<file path="src/rtl/program_sequencer_pkg.sv">
// Shared constants and state encoding for the program sequencer.
// Supplies a fallback INSTRUCTION_WIDTH when the global width define is absent.
`ifndef INSTRUCTION_WIDTH
`define INSTRUCTION_WIDTH 16
`endif

package program_sequencer_pkg;

  localparam int DEFAULT_ADDR_WIDTH = 10;
  localparam int CYCLE_COUNT_WIDTH  = 32;

  typedef enum logic [2:0] {
    IDLE  = 3'd0,
    FETCH = 3'd1,
    ISSUE = 3'd2,
    DRAIN = 3'd3,
    DONE  = 3'd4
  } seq_state_t;

endpackage

</file>
<file path="src/rtl/program_sequencer_cycle_counter.sv">
// Saturating up-counter with synchronous clear and count enable.
// Used for execution cycle accounting in program_sequencer.
module cycle_counter #(
  parameter int WIDTH = 32
) (
  input  logic             clk,
  input  logic             reset,
  input  logic             clear,
  input  logic             enable,
  output logic [WIDTH-1:0] count
);

  // Clear wins over enable; the count sticks at all-ones rather than wrapping.
  always_ff @(posedge clk or negedge reset) begin
    if (!reset) begin
      count <= '0;
    end else if (clear) begin
      count <= '0;
    end else if (enable && (count != {WIDTH{1'b1}})) begin
      count <= count + {{(WIDTH-1){1'b0}}, 1'b1};
    end
  end

endmodule

</file>
<file path="src/rtl/program_sequencer.sv">
// Fetches a program from instruction memory and issues it to the core over start/busy.
// Define PROGRAM_SEQUENCER_CYCLE_COUNT_EN to enable the execution cycle counter.
`ifndef INSTRUCTION_WIDTH
`define INSTRUCTION_WIDTH 16
`endif

module program_sequencer
  import program_sequencer_pkg::*;
#(
  parameter int INSTRUCTION_WIDTH = `INSTRUCTION_WIDTH,
  parameter int ADDR_WIDTH        = DEFAULT_ADDR_WIDTH
) (
  input  logic                         clk,
  input  logic                         reset,
  input  logic                         run,
  input  logic [ADDR_WIDTH:0]          programLength,
  output logic [ADDR_WIDTH-1:0]        memAddr,
  input  logic [INSTRUCTION_WIDTH-1:0] memData,
  output logic [INSTRUCTION_WIDTH-1:0] instructionOut,
  output logic                         start,
  input  logic                         busy,
  output logic                         active,
  output logic                         done,
  output logic [CYCLE_COUNT_WIDTH-1:0] cycleCount
);

  seq_state_t                   state, stateNext;
  logic [ADDR_WIDTH:0]          pc, pcNext, pcInc;
  logic [ADDR_WIDTH:0]          length, lengthNext;
  logic [INSTRUCTION_WIDTH-1:0] instrNext;
  logic                         startNext;

  assign pcInc   = pc + {{ADDR_WIDTH{1'b0}}, 1'b1};
  assign memAddr = pc[ADDR_WIDTH-1:0];

  // done and active are derived from the next state so they stay registered.
  always_ff @(posedge clk or negedge reset) begin
    if (!reset) begin
      state          <= IDLE;
      pc             <= '0;
      length         <= '0;
      instructionOut <= '0;
      start          <= 1'b0;
      done           <= 1'b0;
      active         <= 1'b0;
    end else begin
      state          <= stateNext;
      pc             <= pcNext;
      length         <= lengthNext;
      instructionOut <= instrNext;
      start          <= startNext;
      done           <= (stateNext == DONE);
      active         <= (stateNext != IDLE);
    end
  end

  always_comb begin
    stateNext  = state;
    pcNext     = pc;
    lengthNext = length;
    instrNext  = instructionOut;
    startNext  = start;
    case (state)
      IDLE: begin
        if (run) begin
          if (programLength == '0) begin
            stateNext = DONE;
          end else begin
            lengthNext = programLength;
            pcNext     = '0;
            stateNext  = FETCH;
          end
        end
      end
      FETCH: begin
        instrNext = memData;
        startNext = 1'b1;
        stateNext = ISSUE;
      end
      ISSUE: begin
        if (start && !busy) begin
          pcNext    = pcInc;
          startNext = 1'b0;
          stateNext = (pcInc == length) ? DRAIN : FETCH;
        end
      end
      DRAIN: begin
        if (!busy) stateNext = DONE;
      end
      DONE: begin
        stateNext = IDLE;
      end
      default: begin
        stateNext = IDLE;
        startNext = 1'b0;
      end
    endcase
  end

`ifdef PROGRAM_SEQUENCER_CYCLE_COUNT_EN
  logic countClear, countEnable;

  assign countClear  = (state == IDLE) && run;
  assign countEnable = (state == FETCH) || (state == ISSUE) || (state == DRAIN);

  cycle_counter #(
    .WIDTH(CYCLE_COUNT_WIDTH)
  ) u_cycle_counter (
    .clk   (clk),
    .reset (reset),
    .clear (countClear),
    .enable(countEnable),
    .count (cycleCount)
  );
`else
  assign cycleCount = '0;
`endif

endmodule

</file>
<file path="config.mk">
export PLATFORM = sky130hd
export DESIGN_NAME = program_sequencer
export DESIGN_NICKNAME = d
export VERILOG_FILES = /design/src/rtl/program_sequencer_pkg.sv /design/src/rtl/program_sequencer_cycle_counter.sv /design/src/rtl/program_sequencer.sv
export SDC_FILE = /design/constraint.sdc
export NUM_CORES = 1
export LEC_CHECK = 0
export BUFFER_PORTS_ARGS = -buffer_cell sky130_fd_sc_hd__clkbuf_2
export CAP_MARGIN = 20
export CORE_MARGIN = 2
export CORE_UTILIZATION = 36
export CTS_CLUSTER_DIAMETER = 40
export DETAILED_ROUTE_END_ITERATION = 8
export SYNTH_ARGS = -nofsm -noshare
export SYNTH_HDL_FRONTEND = slang
export SYNTH_SLANG_ARGS = --single-unit
</file>
<file path="constraint.sdc">
create_clock -name clk -period 2.4 [get_ports clk]
set_clock_uncertainty 0.1 [all_clocks]
set_input_delay 0.24 -clock clk [delete_from_list [all_inputs] [get_ports clk]]
set_output_delay 0.24 -clock clk [all_outputs]
set_load 0.02 [all_outputs]
</file>
## Word level (Yosys, flattened, before mapping)

Index checks and enable logic that the tools add are counted.

- Multiplexer cells: 12
- $add $sub $neg: 1
- Equality and inequality tests: 9
- Bitwise operators: 2
- Reductions and logical operators: 10

Operators with widths:

| operator | number |
|---|---|
| 2-to-1 mux 11 bit | 3 |
| one-hot mux 11 bit (2 select lines) | 1 |
| 2-to-1 mux 3 bit | 4 |
| one-hot mux 3 bit (4 select lines) | 1 |
| adder 11 x 1 -> 11 bit (second input constant) | 1 |
| == test 11 bit | 1 |
| zero test 11 bit | 1 |
| == test 3 x 2 -> 1 bit (second input constant) | 2 |
| == test 3 bit (second input constant) | 2 |
| != test 2 bit (second input constant) | 3 |
| AND reduction 4 bit | 1 |
| == test 3 x 1 -> 1 bit (second input constant) | 1 |
| zero test 3 bit | 1 |
| one-hot mux 1 bit (3 select lines) | 1 |
| AND reduction 3 bit | 1 |
| nonzero test 3 bit | 1 |
| OR reduction 3 bit | 1 |
| 2-to-1 mux 2 bit | 1 |
| NOT 1 bit | 2 |
| AND reduction 2 bit | 1 |
| nonzero test 2 bit | 1 |
| logical AND 1 bit | 1 |
| zero test 1 bit | 1 |
| 2-to-1 mux 1 bit | 1 |

- Register bits: 44
- Output and inout port bits: 61
- Word-level logic and storage cells: 41

## Logic depth before layout (Yosys ltp)

- Depth in word-level cells: 6
- Depth in mapped cells: 7
- Depth with buffers taken out: 6

## Worst setup path before layout

No wires, ideal clock.

- Path kind: register to register
- Start: reg pc[0]
- End: reg state[1]
- Cell stages (with the launch flop): 8
- Data arrival time: 1.731 ns
- Period minus slack after synthesis: 1.896 ns
- Data required time: 2.234 ns
- Path buffers: 1
- Slack: 0.504 ns
- Cells stage by stage: dfrtp_1 ha_1 and3_1 buf_6 nand3_4 or3_1 a211oi_1 a31o_1

- Longest elaborated chain between the ends: 5

Ends and longest elaborated chain:

| what | line | RTL |
|---|---|---|
| start, declared | program_sequencer.sv:28 | `logic [ADDR_WIDTH:0] pc, pcNext, pcInc;` |
| start signal, assigned | program_sequencer.sv:48 | `pc <= pcNext;` |
| adder 11 x 1 -> 11 bit | program_sequencer.sv:33 | `assign pcInc = pc + {{ADDR_WIDTH{1'b0}}, 1'b1};` |
| == test 11 bit | program_sequencer.sv:84 | `stateNext = (pcInc == length) ? DRAIN : FETCH;` |
| 2-to-1 mux 2 bit | program_sequencer.sv:84 |  |
| 2-to-1 mux 3 bit | program_sequencer.sv:81 | `if (start && !busy) begin` |
| one-hot mux 3 bit (4 select lines) | program_sequencer.sv:63 | `case (state)` |
| via stateNext[1] | program_sequencer.sv:27 | `seq_state_t state, stateNext;` |
| end signal, assigned | program_sequencer.sv:47 | `state <= stateNext;` |
| end, declared | program_sequencer.sv:27 |  |

The timed path passes the listed nets, and every way through them passes these cells.
A chain may end at the register's enable or synchronous reset.

## Final worst setup path

Same ends and word-level chain as after synthesis.

==> metrics.txt <==
status finished, final reports clean; syn avg cell area 10.9 µm²; number of I/O pins a little over 90; Clock Sink Count 44; Final Hold Fails 0; # rows 30; Setup CP Type reg2reg; Multi-input gate area 0.00110 mm²; setup violators final 0; Hold/Removal Path Class in2reg; die span in x 86.9 µm; kind of end point of the critical path register; internal power 1.88 mW; switching pwr 1.16 mW; clock network fraction of total power between 10% and 20%; grt total ovfl 0; CTS tree built; slew at the pin with the worst max-slew slack 0.731 ns; leading cell type in the layout, fill and taps excluded clkbuf_2; post-route ant nets 0; DP HPWL about 3700 µm; Worst Path Buf+Inv 0; global-route wire length before repair 7580 µm; Seq/Total Area, Yosys 44.5%; Final Max Tran Viols 0; Die Y 86.9 µm; Vias 1,688; # H-tree levels 2; Top Family by Delay on Critical Path simple AND/OR/NAND/NOR gates; Pre-antenna DRT Iters 4; Final GP Congestion roughly 0.75; RSZ-0062 raised after global routing false; signal arrival time at the worst endpoint 2.33 ns; CP max stage delay between 0.4 and 0.5 ns; Setup TNS Final 0 ns; total CTS buffers 5; routed len/inst roughly 13 µm; Slowest cell on crit path dfrtp_1; Synthesis Warnings 0; crit path max fanout 6; post-route insts no fill ~360; die area about 0.0076 mm²; Post-layout nets a little over 300; largest net degree at the start of global routing 35; Synth Instances around 230; final worst-path cycle share 91.4%; # DRC 0; Clk pin slew, worst setup/hold paths 0.08 ns; Logic pwr share between 40% and 50%; Core Area approximately 0.0067 mm²; worst-path cell chain ha_1 > and3_1 > nand3_4 > or3_1 > a211oi_1 > a31o_1; worst vdd ir 0.000566 V; Seq pwr share 41.0%; Worst-Skew Late Latency just under 0.3 ns; CTS root buffer clkbuf_8; Worst Path Required between 2 and 3 ns; Sw Share between 30% and 40%; Max Cap Viol 0; Antenna Cells 0; clock buffer depth 2; FILL cells 660; Leak ~1.3 nW; aggregate routed wire length ~4800 µm; Layout area overhead 10.2%; port buffer count 59; Slew HR approximately half; PwrDens between 1000 and 1500 mW/mm²; share of layout cells above drive strength 1 35.6%; Post-CTS Resized 0; dpl cells 349; post-CTS setup buffer count 0; initial antenna violation count 0; FF/Latch Area 0.00110 mm²; drt initial violations between 60 and 70; fmax 0.456 GHz; number of global-route vias before repair about 1,600; Tmin final 2.19 ns; post-layout util 40.6%; FF+latch count, synth 44; Starting Density 36.9%; Mapped Area 0.00248 mm²; DR vias/cell 4.72; crit start category register; Distinct cells, synth 42; commonest cells after routing, fill and taps aside clkbuf_2, dfrtp_1, conb_1, mux2_2, xnor2_1; hold slack between 0.07 and 0.08 ns; Tot GR Track Use between 10 and 15%; Hold Buf Count CTS 1
-- cell usage after synthesis --
cell       count  area, µm²
buf_2          3       15.0
o211ai_1       1       7.51
inv_1          1       3.75
nor2_1        10       37.5
nand3_1        2       10.0
and3_2         1       7.51
nor4_1         3       18.8
nand2_1        8       30.0
and4_2         1       10.0
ha_1           1       12.5
a2bb2oi_1      1       8.76
buf_6          2       22.5
a22o_1         1       8.76
a211oi_1       1       7.51
nand3_4        1       17.5
o21ai_0       11       55.1
clkbuf_2       1       5.00
nor3_1         2       10.0
nand3b_1       1       7.51
mux2i_1        2       20.0
clkbuf_8       1       13.8
and2_1         2       12.5
o211a_1        1       10.0
o21bai_1       1       7.51
conb_1         1       3.75
dfrtp_1       44       1100
xnor2_1       12        105
nand4_1        5       31.3
buf_4         42        315
and3_1         2       12.5
clkbuf_1       3       11.3
a31o_1         1       8.76
and2_2         1       7.51
mux2_2        27        304
nand2b_1       2       12.5
or3_1          2       12.5
o31ai_1        4       30.0
a31oi_1        2       12.5
a21oi_1        9       45.0
and3b_1        1       8.76
nor3b_1        1       7.51
xor2_1        10       87.6
-- cell families (layout without fill, tap and decap cells) --
family                     count (synthesis)  after routing  share of synthesized area [%]
AOI/OAI and AO/OA                         33             33                           8.14
and+or+nand+nor                           45             45                           10.3
muxes                                     29             29                           13.1
DFF                                       44             44                           44.5
xor gates and xnor gates                  22             22                           7.78
other                                      1             32                          0.151
adders and majority gates                  1              1                          0.505
buffers and inverters                     53             72                           15.6
-- layout make-up --
cell class	instances	share of cell area [%]
Inverter	1	0.138
Timing Repair Buffer	63	12.0
Sequential cell	44	40.4
Multi-Input combinational cell	162	40.5
Clock buffer	8	3.30
Tap cell	80	3.67
-- path summary, 6_finish.rpt --
path	startpoint	depth (start not counted)	slack, ns	endpoint
setup / recovery	pc[0]$_DFFE_PN0P_	6	0.21	state[1]$_DFF_PN0_
hold / removal	memData[13]	2	0.08	instructionOut[13]$_DFFE_PN0P_
setup reg to reg	pc[0]$_DFFE_PN0P_	6	0.21	state[1]$_DFF_PN0_
hold reg to reg	instructionOut[3]$_DFFE_PN0P_	1	0.41	instructionOut[3]$_DFFE_PN0P_
min in group asynchronous	reset	2	0.25	pc[2]$_DFFE_PN0P_
max in group asynchronous	reset	3	1.23	pc[9]$_DFFE_PN0P_
-- layer usage --
metal | global-route usage, % | vias to the layer above | wire length [µm]
met5 | 0 | - | 0
met4 | 5.11 | 0 | 67
met3 | 2.27 | 4 | 231
met2 | 20.6 | 57 | 2320
met1 | 17.6 | 817 | 2130
li1 | - | 810 | -
-- sequential cells by signal, summed over array words and instances, names as in the netlist --
| name | flops |
|---|---|
| pc | 11 |
| instructionOut | 16 |
| active | 1 |
| done | 1 |
| start | 1 |
| state | 3 |
| length | 11 |
-- power groups by stage --
stage	Clock (mW)	Sequential (mW)	Combinational (mW)
finish	0.470	1.25	1.32
global route	0.519	1.29	1.45
CTS	0.492	1.25	1.34
detailed placement	0	1.27	1.33
global placement	0	1.26	1.31
floorplan	0	1.40	0.868
-- through the flow --
step                instance area, µm²  setup slack (ns)  power, mW
finish                            2730             0.205       3.04
global placement                  2630             0.347       2.57
global route                      2730            0.0579       3.26
CTS                               2730             0.192       3.09
floorplan                         2590             0.504       2.27
detailed placement                2630             0.304       2.60
(Power assumes the default switching activity.)
